[src/rtl/exc_sched_if.sv]
// ---------------------------------------------------------------------------
// exc_sched_if
//   Bundles every signal between the pipeline/CP0 side and the exception
//   scheduler. The clock and reset are not part of it.
//
//   master : pipeline/CP0 side. Drives the interrupt lines, CP0 Status/Cause
//            and the MEM-stage request fields. Receives the scheduled event.
//   slave  : exc_sched itself.
//
//   Signals
//     ext_int_i       6        raw asynchronous hardware interrupt lines
//     timer_int_i     1        CP0 timer interrupt, synchronous
//     status_i        32       CP0 Status (IE=[0], EXL=[1], IM=[15:8])
//     cause_i         32       CP0 Cause (IP=[15:8])
//     mem_valid_i     1        valid instruction in MEM stage
//     mem_exc_req_i   NREQ     exception request per slot (slot 0 highest)
//     mem_exc_code_i  NREQ*5   exception code per slot, slot k = [5k+4:5k]
//     mem_badvaddr_i  32       faulting address of the MEM instruction
//     mem_pc_i        32       PC of the MEM instruction
//     mem_in_delay_i  1        MEM instruction sits in a delay slot
//     eret_i          1        MEM instruction is ERET
//     int_pending_o   6        synchronised interrupts to CP0
//     exccode_o       5        event code to CP0
//     exc_badvaddr_o  32       faulting address to CP0
//     exc_pc_o        32       event PC to CP0
//     exc_in_delay_o  1        delay-slot flag to CP0
//     busy_o          1        high from issue cycle through end of drain
// ---------------------------------------------------------------------------
interface exc_sched_if #(
  parameter int NREQ = 4
);
  logic [5:0]        ext_int_i;
  logic              timer_int_i;
  logic [31:0]       status_i;
  logic [31:0]       cause_i;
  logic              mem_valid_i;
  logic [NREQ-1:0]   mem_exc_req_i;
  logic [NREQ*5-1:0] mem_exc_code_i;
  logic [31:0]       mem_badvaddr_i;
  logic [31:0]       mem_pc_i;
  logic              mem_in_delay_i;
  logic              eret_i;
  logic [5:0]        int_pending_o;
  logic [4:0]        exccode_o;
  logic [31:0]       exc_badvaddr_o;
  logic [31:0]       exc_pc_o;
  logic              exc_in_delay_o;
  logic              busy_o;

  modport master (
    output ext_int_i, timer_int_i, status_i, cause_i, mem_valid_i,
           mem_exc_req_i, mem_exc_code_i, mem_badvaddr_i, mem_pc_i,
           mem_in_delay_i, eret_i,
    input  int_pending_o, exccode_o, exc_badvaddr_o, exc_pc_o,
           exc_in_delay_o, busy_o
  );

  modport slave (
    input  ext_int_i, timer_int_i, status_i, cause_i, mem_valid_i,
           mem_exc_req_i, mem_exc_code_i, mem_badvaddr_i, mem_pc_i,
           mem_in_delay_i, eret_i,
    output int_pending_o, exccode_o, exc_badvaddr_o, exc_pc_o,
           exc_in_delay_o, busy_o
  );
endinterface

[src/rtl/exc_sched.sv]
// ---------------------------------------------------------------------------
// exc_sched
//   Exception/interrupt scheduler in front of the CP0 register block.
//   - Synchronises the external interrupt lines and hands them to CP0.
//   - Picks one event per flush from interrupt, MEM-stage exception slots
//     and ERET, and presents it registered for exactly one cycle.
//   - Ignores further requests while the pipeline drains after an event.
//
//   Ports
//     cpu_clk_50M  in   clock
//     cpu_rst      in   asynchronous active-high reset
//     bus          exc_sched_if.slave (all request inputs and CP0 outputs)
//
//   Parameters
//     NREQ          number of MEM-stage exception slots (slot 0 highest)
//     DRAIN_CYCLES  hold-off cycles after an issued event (0 = none)
//     SYNC_STAGES   synchroniser depth on ext_int_i (>= 2)
// ---------------------------------------------------------------------------
module exc_sched #(
  parameter int NREQ         = 4,
  parameter int DRAIN_CYCLES = 3,
  parameter int SYNC_STAGES  = 2
) (
  input  logic       cpu_clk_50M,
  input  logic       cpu_rst,
  exc_sched_if.slave bus
);

  localparam logic [4:0] EXC_INT  = 5'h00;
  localparam logic [4:0] EXC_NONE = 5'h10;
  localparam logic [4:0] EXC_ERET = 5'h11;

  // A zero-cycle drain still needs a 1-bit counter to keep the code legal.
  localparam int CNT_W    = (DRAIN_CYCLES > 0) ? $clog2(DRAIN_CYCLES + 1) : 1;
  localparam int CNT_LOAD = (DRAIN_CYCLES > 0) ? DRAIN_CYCLES - 1 : 0;

  typedef enum logic [1:0] {
    S_IDLE,
    S_ISSUE,
    S_DRAIN
  } state_t;

  state_t                            state;
  logic [CNT_W-1:0]                  drain_cnt;
  logic [SYNC_STAGES-1:0][5:0]       sync_q;
  logic                              timer_q;

  logic                              int_take;
  logic                              exc_found;
  logic [4:0]                        exc_sel;
  logic                              ev_valid;
  logic [4:0]                        ev_code;

  // ------------------------------------------------------------------
  // Interrupt synchroniser. Lines are level-sensitive: nothing is held
  // here beyond the flop chain, CP0 Cause keeps IP.
  // ------------------------------------------------------------------
  // NOTE: sequential state uses non-blocking (<=) so every flop samples the
  // pre-edge value of its neighbour; blocking here would collapse the chain.
  always_ff @(posedge cpu_clk_50M or posedge cpu_rst) begin
    if (cpu_rst) begin
      sync_q  <= '0;
      timer_q <= 1'b0;
    end else begin
      sync_q[0] <= bus.ext_int_i;
      for (int i = 1; i < SYNC_STAGES; i++) begin
        sync_q[i] <= sync_q[i-1];
      end
      timer_q <= bus.timer_int_i;
    end
  end

  // Timer shares IP7 with hardware line 5.
  assign bus.int_pending_o = {sync_q[SYNC_STAGES-1][5] | timer_q,
                              sync_q[SYNC_STAGES-1][4:0]};

  // ------------------------------------------------------------------
  // Event selection (evaluated every cycle, used only in IDLE)
  // ------------------------------------------------------------------
  assign int_take = bus.mem_valid_i & bus.status_i[0] & ~bus.status_i[1] &
                    (|(bus.cause_i[15:8] & bus.status_i[15:8]));

  // NOTE: every always_comb output gets a default first so no path leaves
  // it unassigned and no latch is inferred.
  always_comb begin
    exc_found = 1'b0;
    exc_sel   = EXC_NONE;
    for (int k = 0; k < NREQ; k++) begin
      if (!exc_found && bus.mem_exc_req_i[k]) begin
        exc_found = 1'b1;
        exc_sel   = bus.mem_exc_code_i[5*k +: 5];
      end
    end
  end

  always_comb begin
    ev_valid = 1'b0;
    ev_code  = EXC_NONE;
    if (int_take) begin
      ev_valid = 1'b1;
      ev_code  = EXC_INT;
    end else if (bus.mem_valid_i && exc_found) begin
      ev_valid = 1'b1;
      ev_code  = exc_sel;
    end else if (bus.mem_valid_i && bus.eret_i) begin
      ev_valid = 1'b1;
      ev_code  = EXC_ERET;
    end
  end

  // ------------------------------------------------------------------
  // Issue/drain FSM with registered outputs. Requests arriving outside
  // IDLE belong to instructions being flushed and are simply dropped.
  // ------------------------------------------------------------------
  always_ff @(posedge cpu_clk_50M or posedge cpu_rst) begin
    if (cpu_rst) begin
      state              <= S_IDLE;
      drain_cnt          <= '0;
      bus.exccode_o      <= EXC_NONE;
      bus.exc_badvaddr_o <= '0;
      bus.exc_pc_o       <= '0;
      bus.exc_in_delay_o <= 1'b0;
      bus.busy_o         <= 1'b0;
    end else begin
      case (state)
        S_IDLE: begin
          if (ev_valid) begin
            state              <= S_ISSUE;
            bus.exccode_o      <= ev_code;
            bus.exc_badvaddr_o <= bus.mem_badvaddr_i;
            bus.exc_pc_o       <= bus.mem_pc_i;
            bus.exc_in_delay_o <= bus.mem_in_delay_i;
            bus.busy_o         <= 1'b1;
          end else begin
            bus.exccode_o <= EXC_NONE;
          end
        end

        S_ISSUE: begin
          bus.exccode_o <= EXC_NONE;
          if (DRAIN_CYCLES > 0) begin
            state     <= S_DRAIN;
            drain_cnt <= CNT_W'(CNT_LOAD);
          end else begin
            state      <= S_IDLE;
            bus.busy_o <= 1'b0;
          end
        end

        S_DRAIN: begin
          if (drain_cnt == '0) begin
            state      <= S_IDLE;
            bus.busy_o <= 1'b0;
          end else begin
            drain_cnt <= drain_cnt - CNT_W'(1);
          end
        end

        default: begin
          state         <= S_IDLE;
          bus.exccode_o <= EXC_NONE;
          bus.busy_o    <= 1'b0;
        end
      endcase
    end
  end

  // Status/Cause bits outside IE, EXL, IM and IP play no part here.
  logic unused_bits;
  assign unused_bits = ^{bus.status_i[31:16], bus.status_i[7:2],
                         bus.cause_i[31:16], bus.cause_i[7:0]};

endmodule
[src/flat_wrapper.sv]
// flat-port wrapper written by rule: the top's interface ports become plain ports
module exc_sched_flat 
#(
  parameter int NREQ         = 4,
  parameter int DRAIN_CYCLES = 3,
  parameter int SYNC_STAGES  = 2
)
  (cpu_clk_50M, cpu_rst, bus_ext_int_i, bus_timer_int_i, bus_status_i, bus_cause_i, bus_mem_valid_i, bus_mem_exc_req_i, bus_mem_exc_code_i, bus_mem_badvaddr_i, bus_mem_pc_i, bus_mem_in_delay_i, bus_eret_i, bus_int_pending_o, bus_exccode_o, bus_exc_badvaddr_o, bus_exc_pc_o, bus_exc_in_delay_o, bus_busy_o);
  exc_sched_if #(.NREQ(NREQ)) bus_i ();
  input  logic cpu_clk_50M;
  input  logic cpu_rst;
  input wire logic [$bits(bus_i.ext_int_i)-1:0] bus_ext_int_i;
  input wire logic [$bits(bus_i.timer_int_i)-1:0] bus_timer_int_i;
  input wire logic [$bits(bus_i.status_i)-1:0] bus_status_i;
  input wire logic [$bits(bus_i.cause_i)-1:0] bus_cause_i;
  input wire logic [$bits(bus_i.mem_valid_i)-1:0] bus_mem_valid_i;
  input wire logic [$bits(bus_i.mem_exc_req_i)-1:0] bus_mem_exc_req_i;
  input wire logic [$bits(bus_i.mem_exc_code_i)-1:0] bus_mem_exc_code_i;
  input wire logic [$bits(bus_i.mem_badvaddr_i)-1:0] bus_mem_badvaddr_i;
  input wire logic [$bits(bus_i.mem_pc_i)-1:0] bus_mem_pc_i;
  input wire logic [$bits(bus_i.mem_in_delay_i)-1:0] bus_mem_in_delay_i;
  input wire logic [$bits(bus_i.eret_i)-1:0] bus_eret_i;
  output wire logic [$bits(bus_i.int_pending_o)-1:0] bus_int_pending_o;
  output wire logic [$bits(bus_i.exccode_o)-1:0] bus_exccode_o;
  output wire logic [$bits(bus_i.exc_badvaddr_o)-1:0] bus_exc_badvaddr_o;
  output wire logic [$bits(bus_i.exc_pc_o)-1:0] bus_exc_pc_o;
  output wire logic [$bits(bus_i.exc_in_delay_o)-1:0] bus_exc_in_delay_o;
  output wire logic [$bits(bus_i.busy_o)-1:0] bus_busy_o;
  assign bus_i.ext_int_i = bus_ext_int_i;
  assign bus_i.timer_int_i = bus_timer_int_i;
  assign bus_i.status_i = bus_status_i;
  assign bus_i.cause_i = bus_cause_i;
  assign bus_i.mem_valid_i = bus_mem_valid_i;
  assign bus_i.mem_exc_req_i = bus_mem_exc_req_i;
  assign bus_i.mem_exc_code_i = bus_mem_exc_code_i;
  assign bus_i.mem_badvaddr_i = bus_mem_badvaddr_i;
  assign bus_i.mem_pc_i = bus_mem_pc_i;
  assign bus_i.mem_in_delay_i = bus_mem_in_delay_i;
  assign bus_i.eret_i = bus_eret_i;
  assign bus_int_pending_o = bus_i.int_pending_o;
  assign bus_exccode_o = bus_i.exccode_o;
  assign bus_exc_badvaddr_o = bus_i.exc_badvaddr_o;
  assign bus_exc_pc_o = bus_i.exc_pc_o;
  assign bus_exc_in_delay_o = bus_i.exc_in_delay_o;
  assign bus_busy_o = bus_i.busy_o;
  exc_sched #(.NREQ(NREQ), .DRAIN_CYCLES(DRAIN_CYCLES), .SYNC_STAGES(SYNC_STAGES)) u_core (.cpu_clk_50M(cpu_clk_50M), .cpu_rst(cpu_rst), .bus(bus_i));
endmodule
[config.mk]
export PLATFORM = sky130hd
export DESIGN_NAME = exc_sched_flat
export DESIGN_NICKNAME = d
export VERILOG_FILES = /design/src/rtl/exc_sched_if.sv /design/src/rtl/exc_sched.sv /design/src/flat_wrapper.sv
export SDC_FILE = /design/constraint.sdc
export NUM_CORES = 1
export LEC_CHECK = 0
export BUFFER_PORTS_ARGS = -buffer_cell sky130_fd_sc_hd__clkbuf_2
export CORE_MARGIN = 2
export CORE_UTILIZATION = 38
export DETAILED_ROUTE_END_ITERATION = 8
export PLACE_DENSITY = 0.77
export SLEW_MARGIN = 20
export SYNTH_ARGS = -nofsm -noshare
export SYNTH_HDL_FRONTEND = slang
export SYNTH_SLANG_ARGS = --single-unit
[constraint.sdc]
create_clock -name cpu_clk_50M -period 3 [get_ports cpu_clk_50M]
set_input_delay 0.6 -clock cpu_clk_50M [delete_from_list [all_inputs] [get_ports cpu_clk_50M]]
set_output_delay 0.6 -clock cpu_clk_50M [all_outputs]
set_load 0.05 [all_outputs]
After elaboration in Yosys (flattened, before gate mapping)
Cells that the tools add are included.
{"block": "classes", "n_addsub": 1, "n_eq_ne": 5, "mux": 24, "n_bitwise": 7, "reduce_logical": 16}
{"cell": "two-way mux 5 bit", "n": 7}
{"cell": "two-way mux 1 bit", "n": 10}
{"cell": "case mux 5 bit (2 select lines)", "n": 1}
{"cell": "bitwise AND 8 bit", "n": 1}
{"cell": "OR reduction 8 bit", "n": 1}
{"cell": "two-way mux 2 bit", "n": 3}
{"cell": "case mux 2 bit (3 select lines)", "n": 1}
{"cell": "AND reduction 2 bit", "n": 3}
{"cell": "logical AND 1 bit", "n": 5}
{"cell": "zero test 2 bit", "n": 2}
{"cell": "!= test 2 x 1 -> 1 bit (second input constant)", "n": 2}
{"cell": "case mux 2 bit (2 select lines)", "n": 1}
{"cell": "bitwise AND 1 bit", "n": 3}
{"cell": "zero test 1 bit", "n": 3}
{"cell": "case mux 1 bit (3 select lines)", "n": 1}
{"cell": "AND reduction 3 bit", "n": 1}
{"cell": "== test 2 x 1 -> 1 bit (second input constant)", "n": 1}
{"cell": "== test 2 bit (second input constant)", "n": 1}
{"cell": "!= test 2 bit (second input constant)", "n": 1}
{"cell": "NOT 1 bit", "n": 2}
{"cell": "nonzero test 2 bit", "n": 1}
{"cell": "subtractor 2 x 1 -> 2 bit (second input constant)", "n": 1}
{"cell": "bitwise OR 1 bit", "n": 1}
{"block": "totals", "regBits": 88, "inputBits": 164, "out_inout_bits": 77, "elab_cells": 63}

Logic depth before layout (Yosys ltp)
Gate-level depths: netlist (run 1).
{"block": "logic_depth", "depth_word": 15, "depth_mapped": 6, "ltp_nobuf": 6}

Worst setup path before layout (run 1)
Ideal clock, no wire load.
{"block": "synth_timing", "kind": "input to register", "start": "input bus_mem_exc_req_i[1]", "end": "register u_core.bus.exc_badvaddr_o[10]", "setup_time_ns": 0.125, "arrival_ns": 1.987, "t_required_ns": 2.875, "setup_slack_ns": 0.888, "cell_stages": 6, "path_buffers": 2, "cell_sequence": "or4_1 -> o21ai_1 -> o32ai_1 -> buf_6 -> buf_6 -> mux2_4"}
{"block": "synth_via", "elab_chain_cells": 12}
{"element": "start: declaration", "line_no": "flat_wrapper.sv:17", "rtl": "input wire logic [$bits(bus_i.mem_exc_req_i)-1:0] bus_mem_exc_req_i;"}
{"element": "logical AND 1 bit *", "line_no": "exc_sched.sv:89", "rtl": "if (!exc_found && bus.mem_exc_req_i[k]) begin"}
{"element": "two-way mux 1 bit *", "line_no": "exc_sched.sv:89"}
{"element": "zero test 1 bit", "line_no": "exc_sched.sv:89"}
{"element": "logical AND 1 bit", "line_no": "exc_sched.sv:89"}
{"element": "two-way mux 1 bit *", "line_no": "exc_sched.sv:89"}
{"element": "zero test 1 bit", "line_no": "exc_sched.sv:89"}
{"element": "logical AND 1 bit", "line_no": "exc_sched.sv:89"}
{"element": "two-way mux 1 bit *", "line_no": "exc_sched.sv:89"}
{"element": "logical AND 1 bit *", "line_no": "exc_sched.sv:102", "rtl": "end else if (bus.mem_valid_i && exc_found) begin"}
{"element": "two-way mux 1 bit *", "line_no": "exc_sched.sv:102"}
{"element": "two-way mux 1 bit *", "line_no": "exc_sched.sv:99", "rtl": "if (int_take) begin"}
{"element": "AND reduction 2 bit (no source line) *"}
{"element": "end signal: assignment", "line_no": "exc_sched.sv:130", "rtl": "bus.exc_badvaddr_o <= bus.mem_badvaddr_i;"}
{"element": "end: declaration", "line_no": "exc_sched_if.sv:62", "rtl": "output int_pending_o, exccode_o, exc_badvaddr_o, exc_pc_o,"}
Mark *: on every way between the ends. The rest lies on a longest branch, timed or not.
A chain may end at the register's enable or synchronous reset.

Worst setup path after layout (run 1)
{"block": "layout_timing", "start": "input bus_mem_exc_req_i[1]", "end": "register u_core.bus.exc_badvaddr_o[8]"}
Same word-level chain as after synthesis.

==> results of run 1 <==
[cells in the final DEF, fill, tap and decap left out, drive strengths merged, types with 3 or more instances in the layout]
| cell | n |
|---|---|
| o31ai | 4 |
| nand2 | 7 |
| a221oi | 3 |
| mux2 | 65 |
| nand3b | 3 |
| dfrtp | 87 |
| inv | 5 |
| nor2 | 4 |
| o21ai | 9 |
| a22oi | 6 |
| nand3 | 4 |
| nand2b | 4 |
| clkbuf | 204 |
| buf | 3 |
| a21oi | 7 |
[power groups by stage]
stage | clock [mW] | combinational [mW] | sequential (mW)
3_3_place_gp | 0 | 3.36 | 1.99
2_1_floorplan | 0 | 0.993 | 3.65
5_1_grt | 0.981 | 3.53 | 2.08
4_1_cts | 0.933 | 3.42 | 2.02
6_report | 0.894 | 3.38 | 2.01
3_5_place_dp | 0 | 3.41 | 2.03
[stage by stage]
step	std cells	power, mW	hold slack, ns	area [sq um]
detailed placement	530	5.44	0.337	4650
CTS	546	6.37	0.334	4870
finish	546	6.28	0.322	4870
global route	546	6.59	0.335	4870
global placement	530	5.35	0.331	4650
floorplan	238	4.64	0.331	3570
[kinds of logic (layout without fill, tap and decap cells)]
kind of cell / Yosys count / after routing / synth area share (%)
DFF: 88 / 88 / 61.7
muxes: 65 / 65 / 23.6
AOI/OAI and AO/OA: 33 / 33 / 6.06
and+or+nand+nor: 30 / 30 / 4.62
buffers and inverters: 21 / 218 / 3.68
adders and majority gates: 1 / 1 / 0.350
[cells in the mapped netlist]
cell type  instances
clkbuf_1           3
a221oi_1           3
mux2_2            35
ha_1               1
a22oi_1            6
nor2_1             4
and4_1             1
or4_1              1
buf_1              1
inv_1              5
buf_6              4
or2_2              1
buf_2              3
nor4b_1            1
o21ai_1            1
nand3b_1           3
nor3b_1            1
buf_4              5
nand3_1            4
o32ai_1            2
a21oi_1            7
nand2b_1           4
or3_1              1
dfrtp_1           87
o41ai_1            2
nand2_1            7
nor2b_1            1
mux2_4            30
dfstp_2            1
o31ai_1            4
nor3_1             1
o21ai_0            8
[cell type report]
cell class,instances,area (sq um),area share (%)
clock inverter,6,92.6,1.90
sequential,88,2200,45.2
tap,111,139,2.85
timing repair buffer,197,1030,21.2
inverter,5,20.0,0.411
clock buffer,10,128,2.62
multi-input combinational,129,1260,25.8
[worst min-delay path by stage]
stage	depth (start not counted)	end	slack, ns	start
final	2	u_core.sync_q[0]$_DFF_PP0_	0.32	cpu_rst
after global routing	1	u_core.timer_q$_DFF_PP0_	0.33	bus_timer_int_i
after CTS	1	u_core.timer_q$_DFF_PP0_	0.33	bus_timer_int_i
after detailed placement	0	u_core.bus.int_pending_o[2]$_DFF_PP0_	0.34	u_core.sync_q[2]$_DFF_PP0_
after global placement	0	u_core.bus.int_pending_o[3]$_DFF_PP0_	0.33	u_core.sync_q[3]$_DFF_PP0_
after floorplan	0	u_core.bus.int_pending_o[0]$_DFF_PP0_	0.33	u_core.sync_q[0]$_DFF_PP0_
[state kept, by name (all words and copies together), names as in the netlist]
signal,flops
u_core.bus.exc_badvaddr_o,32
u_core.sync_q,7
u_core.drain_cnt,2
u_core.bus.exc_in_delay_o,1
u_core.bus.exccode_o,5
u_core.bus.exc_pc_o,32
u_core.bus.int_pending_o,5
u_core.timer_q,1
u_core.state,2
u_core.bus.busy_o,1
[worst max-delay path, cell delays in order]
cell and delay (ns):
clkbuf_2 0.18, or4_1 0.57, o21ai_1 0.28, o32ai_4 0.15
buf_12 0.23, mux2_4 0.33
[routing by layer]
layer / track usage (%) / vias up / wire length (um)
met5: 0 / - / 0
met2: 28.6 / 108 / 4200
met3: 4.65 / 11 / 572
met4: 6.03 / 0 / 116
li1: - / 1227 / -
met1: 18.7 / 1284 / 3310
==> impl_metrics.tcl, run 1 <==
set metrics [dict create \
    yosysTopAreaCellShare_pct 60.9 \
    grt_start_max_net_pins 49 \
    syn_to_final_growth_pct 36.3 \
    postRouteAntennaNets 0 \
    synth_top_cell_by_area "dfrtp_1" \
    timing.final.crit_share_pct 71.1 \
    gr-usage-all-layers_pct 16.2 \
    grt_pass1_vias 2888 \
    avgSynthCellArea_sq_um 15.0 \
    syn_area_sq_um 3570 \
    p_leak_nw 2.47 \
    r2r-end "u_core.bus.exc_pc_o[23]$_DFFE_PP0P_" \
    die_h_um 101 \
    die_area_sq_um 10200 \
    clock.fmax_ghz 0.469 \
    r2r-start "u_core.state[0]$_DFFE_PP0P_" \
    cts_tree "built" \
    path_max_fanout 38 \
    path_class "input port to flip-flop" \
    rsz0062_at_grt "no" \
    worstHoldPathType "input port to asynchronous set/reset pin" \
    finalSetupViolations 0 \
    ctsResizeCount 0 \
    cts_buffers 9 \
    peakVddDrop_uv 678 \
    cts_buffer_depth 2 \
    drt-total-wl_um 8210 \
    grt_pass1_wl_um 13000 \
    row_count 35 \
    drt-vias-per-instance 4.82 \
    relSlewSlack_pct 40.8 \
    die_w_um 101 \
    layout-drive-gt1-share_pct 64.6 \
    p_sw_mw 3.07 \
    hold_viol 0 \
    finalWorstSetupSlack_ns 0.866 \
    hpwl_um 6160 \
    synth_nets 403 \
    clock_sinks 88 \
    gr-total-overflow 0 \
    seqPwrFrac_pct 31.9 \
    fillers 804 \
    nets 595 \
    power_density_nw_per_um2 1290 \
    place_ws_ns 0.533 \
    drv_slew 0 \
    ys_seq_area_share_pct 61.7 \
    finalCriticalPeriod_ns 2.13 \
    endpoint_kind "flip-flop" \
    hold_buffers 0 \
    core_sq_um 9200 \
    gp_congestion 0.765 \
    antenna_found_initial 0 \
    fin_setup_tns_ns 0 \
    p_comb_share_pct 53.8 \
    critPathLaunch "bus_mem_exc_req_i[1]" \
    r2r_slack_ns 0.98 \
    ys_top_cells_by_area "dfrtp_1 (61%), mux2_4 (13%), mux2_2 (11%)" \
    critPathLaunchType "input port" \
    p_int_mw 3.22 \
    swShare_pct 48.8 \
    status "finished, final reports clean" \
    io_pins 241 \
    drt-initial-drc-count 82 \
    clk_latency_ns 0.35 \
    r2r_cells 4 \
    wl_per_cell_um 15.0 \
    worst_slew_pin_slew_ns 0.876 \
    floorplan.initialDensity_pct 38.9 \
    num_vias 2630 \
    clock_skew_ns 0.0126 \
    synth_cell_types 32 \
    cts.clk_slew.worst_paths_ns 0.09 \
    antennaDiodeCount 0 \
    crit_end "u_core.bus.exc_badvaddr_o[8]$_DFFE_PP0P_" \
    cts_setup_buffers 0 \
    port_buffers 194 \
    cp.arrival_ns 2.36 \
    yosys_warnings 0 \
    fin_util_pct 53.0 \
    cp.required_ns 3.22 \
    dr.pass1.iters 4 \
    drcViolationCount 0 \
    power.clock.fraction_pct 14.2 \
    htreeDepth 3 \
    postSynthCellCount 238 \
    maxCapViolations 0 \
    cts_root_buf "clkbuf_8" \
    synth-seq-cells 88 \
]
(Power assumes the default switching activity.)
==> run 2, diff against run 1 <==
==> constraint.sdc (replaced) <==
create_clock -name cpu_clk_50M -period 1.9 [get_ports cpu_clk_50M]
set_input_delay 0.38 -clock cpu_clk_50M [delete_from_list [all_inputs] [get_ports cpu_clk_50M]]
set_output_delay 0.38 -clock cpu_clk_50M [all_outputs]
set_load 0.05 [all_outputs]
==> impl_metrics.tcl, run 2 (same netlist as run 1, synthesis figures left out) <==
set metrics [dict create \
    multiInputGateArea_sq_um 1260 \
    clock_sinks 88 \
    cts_buffers 9 \
    drt-initial-drc-count 53 \
    grt_pass1_wl_um 13200 \
    hold_buffers 0 \
    layout-drive-gt1-share_pct 65.4 \
    r2r-start "u_core.state[0]$_DFFE_PP0P_" \
    worst_slew_pin_slew_ns 0.679 \
    drt-total-wl_um 8390 \
    cts.clk_slew.worst_paths_ns 0.08 \
    critPathLaunchType "flip-flop" \
    fillers 812 \
    power.clock.fraction_pct 13.8 \
    path_class "flip-flop to flip-flop" \
    dp.cells 541 \
    die_area_sq_um 10200 \
    fin_util_pct 53.8 \
    seq_area_sq_um 2200 \
    cts_tree "built" \
    r2r_slack_ns 0.13 \
    fin_cells 556 \
    status "finished, final reports clean" \
    die_h_um 101 \
    postRouteAntennaNets 0 \
    finalSetupViolations 0 \
    hpwl_um 6440 \
    io_pins 241 \
    die_w_um 101 \
    critPathLaunch "u_core.state[0]$_DFFE_PP0P_" \
    syn_to_final_growth_pct 38.4 \
    layout_commonest_cell "clkbuf_2" \
    drcViolationCount 0 \
    gr-usage-all-layers_pct 16.4 \
    power_density_nw_per_um2 2010 \
    dr.pass1.iters 4 \
    r2r-end "u_core.bus.exc_pc_o[29]$_DFFE_PP0P_" \
    grt_start_max_net_pins 56 \
    mostFrequentLayoutCells "clkbuf_2 (194), dfrtp_1 (87), mux2_2 (35)" \
    fin_total_pwr_mw 9.95 \
    grt_pass1_vias 2800 \
    p_comb_share_pct 54.9 \
    worstHoldPathType "input port to asynchronous set/reset pin" \
    port_buffers 194 \
    finalCriticalPeriod_ns 1.77 \
    p_leak_nw 2.51 \
    cts_root_buf "clkbuf_8" \
    cp.arrival_ns 1.99 \
    floorplan.initialDensity_pct 38.9 \
    timing.final.crit_share_pct 93.1 \
    path_max_fanout 24 \
    drt-vias-per-instance 4.86 \
    antennaDiodeCount 0 \
    clock.fmax_ghz 0.566 \
    crit_end "u_core.bus.exc_pc_o[29]$_DFFE_PP0P_" \
    cts_setup_buffers 0 \
    hold_viol 0 \
    endpoint_kind "flip-flop" \
    p_int_mw 5.12 \
    cts_buffer_depth 2 \
    num_vias 2700 \
    core_sq_um 9200 \
    ctsResizeCount 0 \
    peakVddDrop_uv 1080 \
    reg_top3 "u_core.bus.exc_badvaddr_o x32, u_core.bus.exc_pc_o x32, u_core.sync_q x7" \
    rsz0062_at_grt "no" \
    clk_latency_ns 0.34 \
    htreeDepth 3 \
    swShare_pct 48.5 \
    gr-total-overflow 0 \
    p_sw_mw 4.83 \
    relSlewSlack_pct 54.8 \
    row_count 35 \
    r2r_cells 4 \
    seqPwrFrac_pct 31.3 \
    cp.required_ns 2.12 \
    drv_slew 0 \
    nets 606 \
    antenna_found_initial 0 \
    gp_congestion 0.936 \
    maxCapViolations 0 \
    clock_skew_ns 0.0111 \
    wl_per_cell_um 15.1 \
]
==> run 2: changes by cell type in the layout (fill, tap and decap cells not counted) <==
cell / delta
buf_4: +11
clkinv_2: -1
clkinv_4: -1
clkinvlp_4: +2
inv_6: -1
==> run 2: power groups by stage <==
stage / Combinational (mW) / Sequential [mW] / Clock, mW
global route: 5.72 / 3.20 / 1.50
CTS: 5.52 / 3.12 / 1.42
floorplan: 1.57 / 5.76 / 0
global placement: 5.42 / 3.09 / 0
finish: 5.47 / 3.11 / 1.38
detailed placement: 5.51 / 3.14 / 0
==> run 2: through the flow <==
| step | TNS, ns | setup WS (ns) | hold slack [ns] | cell area, sq um |
|---|---|---|---|---|
| after global routing | 0 | 0.0444 | 0.123 | 4950 |
| after global placement | -7.64 | -0.148 | 0.333 | 4740 |
| after detailed placement | -7.96 | -0.157 | 0.335 | 4740 |
| final | 0 | 0.132 | 0.138 | 4950 |
| after CTS | 0 | 0.110 | 0.114 | 4950 |
| after floorplan | 0 | 0.00814 | 0.331 | 3580 |
==> run 2: critical path: stages (launching register included) <==
cell     delay (ns)
dfrtp_1        0.38
or3_1          0.42
o32ai_4        0.23
buf_12         0.27
mux2_2         0.35
==> run 2: routing by layer <==
| metal | up-vias | share of wire [%] | track usage, % |
|---|---|---|---|
| met4 | 0 | 1.6 | 6.03 |
| met5 | - | 0 | 0 |
| met3 | 17 | 6.9 | 4.99 |
| met1 | 1315 | 41 | 19.8 |
| met2 | 121 | 51 | 27.8 |
| li1 | 1247 | - | - |
==> run 2: worst min path at each step <==
stage,start,endpoint,cells after the start
3_5_place_dp,u_core.sync_q[5]$_DFF_PP0_,u_core.sync_q[11]$_DFF_PP0_,0
5_1_grt,bus_ext_int_i[2],u_core.sync_q[2]$_DFF_PP0_,1
2_1_floorplan,u_core.sync_q[0]$_DFF_PP0_,u_core.bus.int_pending_o[0]$_DFF_PP0_,0
4_1_cts,bus_ext_int_i[2],u_core.sync_q[2]$_DFF_PP0_,1
3_3_place_gp,u_core.sync_q[1]$_DFF_PP0_,u_core.bus.int_pending_o[1]$_DFF_PP0_,0
6_report,cpu_rst,u_core.bus.exc_pc_o[27]$_DFFE_PP0P_,3
==> run 2: cell type report <==
cell class	count	area share [%]
Clock inverter	5	1.67
Inverter	5	0.455
Sequential cell	88	44.5
Clock buffer	10	2.58
Tap cell	111	2.81
Multi-Input combinational cell	129	25.4
Timing Repair Buffer	208	22.5
==> run 3, diff against run 2 <==
--- a/config.mk
+++ b/config.mk
@@ -6,6 +6,7 @@
 export NUM_CORES = 1
 export LEC_CHECK = 0
 export BUFFER_PORTS_ARGS = -buffer_cell sky130_fd_sc_hd__clkbuf_2
+export CORE_ASPECT_RATIO = 0.5
 export CORE_MARGIN = 2
 export CORE_UTILIZATION = 38
 export DETAILED_ROUTE_END_ITERATION = 8
==> impl_metrics.tcl, run 3 (same netlist as run 1, synthesis figures left out) <==
set metrics [dict create \
    drv_slew 0 \
    wl_per_cell_um 14.9 \
    io_pins 241 \
    clock_skew_ns 0.00588 \
    num_vias 2615 \
    r2r_cells 4 \
    fillers 748 \
    worst_slew_pin_slew_ns 0.546 \
    clock_sinks 88 \
    finalCriticalPeriod_ns 1.74 \
    mostFrequentLayoutCells "clkbuf_2 (194), dfrtp_1 (87), mux2_2 (35)" \
    clk_latency_ns 0.33 \
    timing.final.crit_share_pct 91.7 \
    cts_buffers 9 \
    port_buffers 194 \
    dp.cells 547 \
    cts_buffer_depth 2 \
    top_layer "met4" \
    antenna_found_initial 0 \
    floorplan.initialDensity_pct 40.1 \
    row_count 24 \
    dpl_cell_area_sq_um 4740 \
    finalSetupViolations 0 \
    maxCapViolations 0 \
    wl_met3_um 257 \
    cts_root_buf "clkbuf_16" \
    cp.required_ns 2.12 \
    cts_setup_buffers 0 \
    hpwl_um 6500 \
    die_h_um 72.6 \
    ctsResizeCount 0 \
    drcViolationCount 0 \
    p_leak_nw 2.55 \
    fin_hold_ws_ns 0.0857 \
    syn_to_final_growth_pct 40.6 \
    grt_start_max_net_pins 47 \
    gr-usage-all-layers_pct 16.9 \
    grt_pass1_wl_um 13500 \
    endpoint_kind "flip-flop" \
    gp_congestion 0.812 \
    drt-total-wl_um 8400 \
    crit_end "u_core.bus.exc_pc_o[22]$_DFFE_PP0P_" \
    clock.fmax_ghz 0.574 \
    htreeDepth 3 \
    cts_tree "built" \
    critPathLaunchType "flip-flop" \
    postRouteAntennaNets 0 \
    cp.arrival_ns 1.96 \
    path_max_fanout 28 \
    dr.pass1.iters 4 \
    reg_top3 "u_core.bus.exc_badvaddr_o x32, u_core.bus.exc_pc_o x32, u_core.sync_q x7" \
    antennaDiodeCount 0 \
    worstHoldPathType "input port to asynchronous set/reset pin" \
    status "finished, final reports clean" \
    cts.clk_slew.worst_paths_ns 0.07 \
    hold_viol 0 \
    layout_commonest_cell "clkbuf_2" \
    crit_slowest_cell "or3_1" \
    relSlewSlack_pct 63.1 \
    die_area_sq_um 10200 \
    fin_area_sq_um 5020 \
    gr-total-overflow 0 \
    wl_met2_um 4730 \
    core_sq_um 8920 \
    hold_buffers 0 \
    critPathLaunch "u_core.state[0]$_DFFE_PP0P_" \
    grt_pass1_vias 2749 \
    drt-vias-per-instance 4.64 \
    drt-initial-drc-count 106 \
    power_density_nw_per_um2 2040 \
    crit_path_max_incr_delay_ns 0.41 \
    wl_met1_um 3340 \
    peakVddDrop_uv 904 \
    r2r-start "u_core.state[0]$_DFFE_PP0P_" \
    die_w_um 141 \
    rsz0062_at_grt "no" \
    r2r_slack_ns 0.16 \
    fin_cells 563 \
    layout-drive-gt1-share_pct 65.7 \
    r2r-end "u_core.bus.exc_pc_o[22]$_DFFE_PP0P_" \
    crit_chain "or3_1 -> o32ai_4 -> buf_12 -> mux2_2" \
    nets 606 \
    path_class "flip-flop to flip-flop" \
]
==> run 3: cell count changes in the layout (fill, tap and decap cells not counted), sizes merged <==
cell and change:
clkbuf -1, inv +3, clkinvlp -1, clkinv +2, bufinv -2
==> run 3: worst max-delay path: cells and delay by family (launching register included) <==
| family | cells | cell delay (ns) |
|---|---|---|
| muxes | 1 | 0.36 |
| buffers and inverters | 1 | 0.28 |
| and+or+nand+nor | 1 | 0.41 |
| AOI/OAI and AO/OA | 1 | 0.20 |
| DFF | 1 | 0.37 |
==> run 3: worst min path at each step <==
stage	startpoint	end	slack, ns	depth (start not counted)
floorplan	u_core.sync_q[0]$_DFF_PP0_	u_core.bus.int_pending_o[0]$_DFF_PP0_	0.33	0
global placement	u_core.sync_q[5]$_DFF_PP0_	u_core.sync_q[11]$_DFF_PP0_	0.33	0
detailed placement	u_core.sync_q[2]$_DFF_PP0_	u_core.bus.int_pending_o[2]$_DFF_PP0_	0.33	0
CTS	cpu_rst	u_core.sync_q[5]$_DFF_PP0_	0.1	3
global route	cpu_rst	u_core.sync_q[5]$_DFF_PP0_	0.10	3
finish	cpu_rst	u_core.sync_q[11]$_DFF_PP0_	0.09	3
==> run 3: per-stage QoR <==
step	setup TNS (ns)	power, mW	setup slack, ns	util [%]
6_report	0	10.2	0.158	56.3
5_1_grt	0	10.7	0.0957	56.3
4_1_cts	0	10.4	0.155	56.3
3_5_place_dp	-6.56	8.64	-0.132	53.2
3_3_place_gp	-7.06	8.53	-0.135	53.2
2_1_floorplan	0	7.33	0.00814	-
==> run 3: metal layers <==
| metal | vias up | GRT usage, % |
|---|---|---|
| li1 | 1257 | - |
| met1 | 1310 | 19.6 |
| met2 | 40 | 31.2 |
| met3 | 8 | 5.12 |
| met4 | 0 | 4.56 |
| met5 | - | 0 |
==> run 3: cell type report <==
| type | count | area [sq um] | share of cell area, % |
|---|---|---|---|
| flip-flops and latches | 88 | 2200 | 43.9 |
| repair buffers | 208 | 1110 | 22.2 |
| clock buffers | 9 | 225 | 4.48 |
| inverters | 5 | 22.5 | 0.448 |
| clock inverters | 7 | 55.1 | 1.10 |
| well taps | 117 | 146 | 2.91 |
| multi-input cells | 129 | 1260 | 25.0 |
==> run 3: power breakdown <==
group | total, mW | leakage, nW | switching [mW] | internal [mW]
clock network | 1.65 | 0.133 | 0.750 | 0.900
logic | 5.47 | 1.38 | 3.78 | 1.69
registers | 3.11 | 1.04 | 0.424 | 2.69
total | 10.2 | 2.55 | 4.95 | 5.28
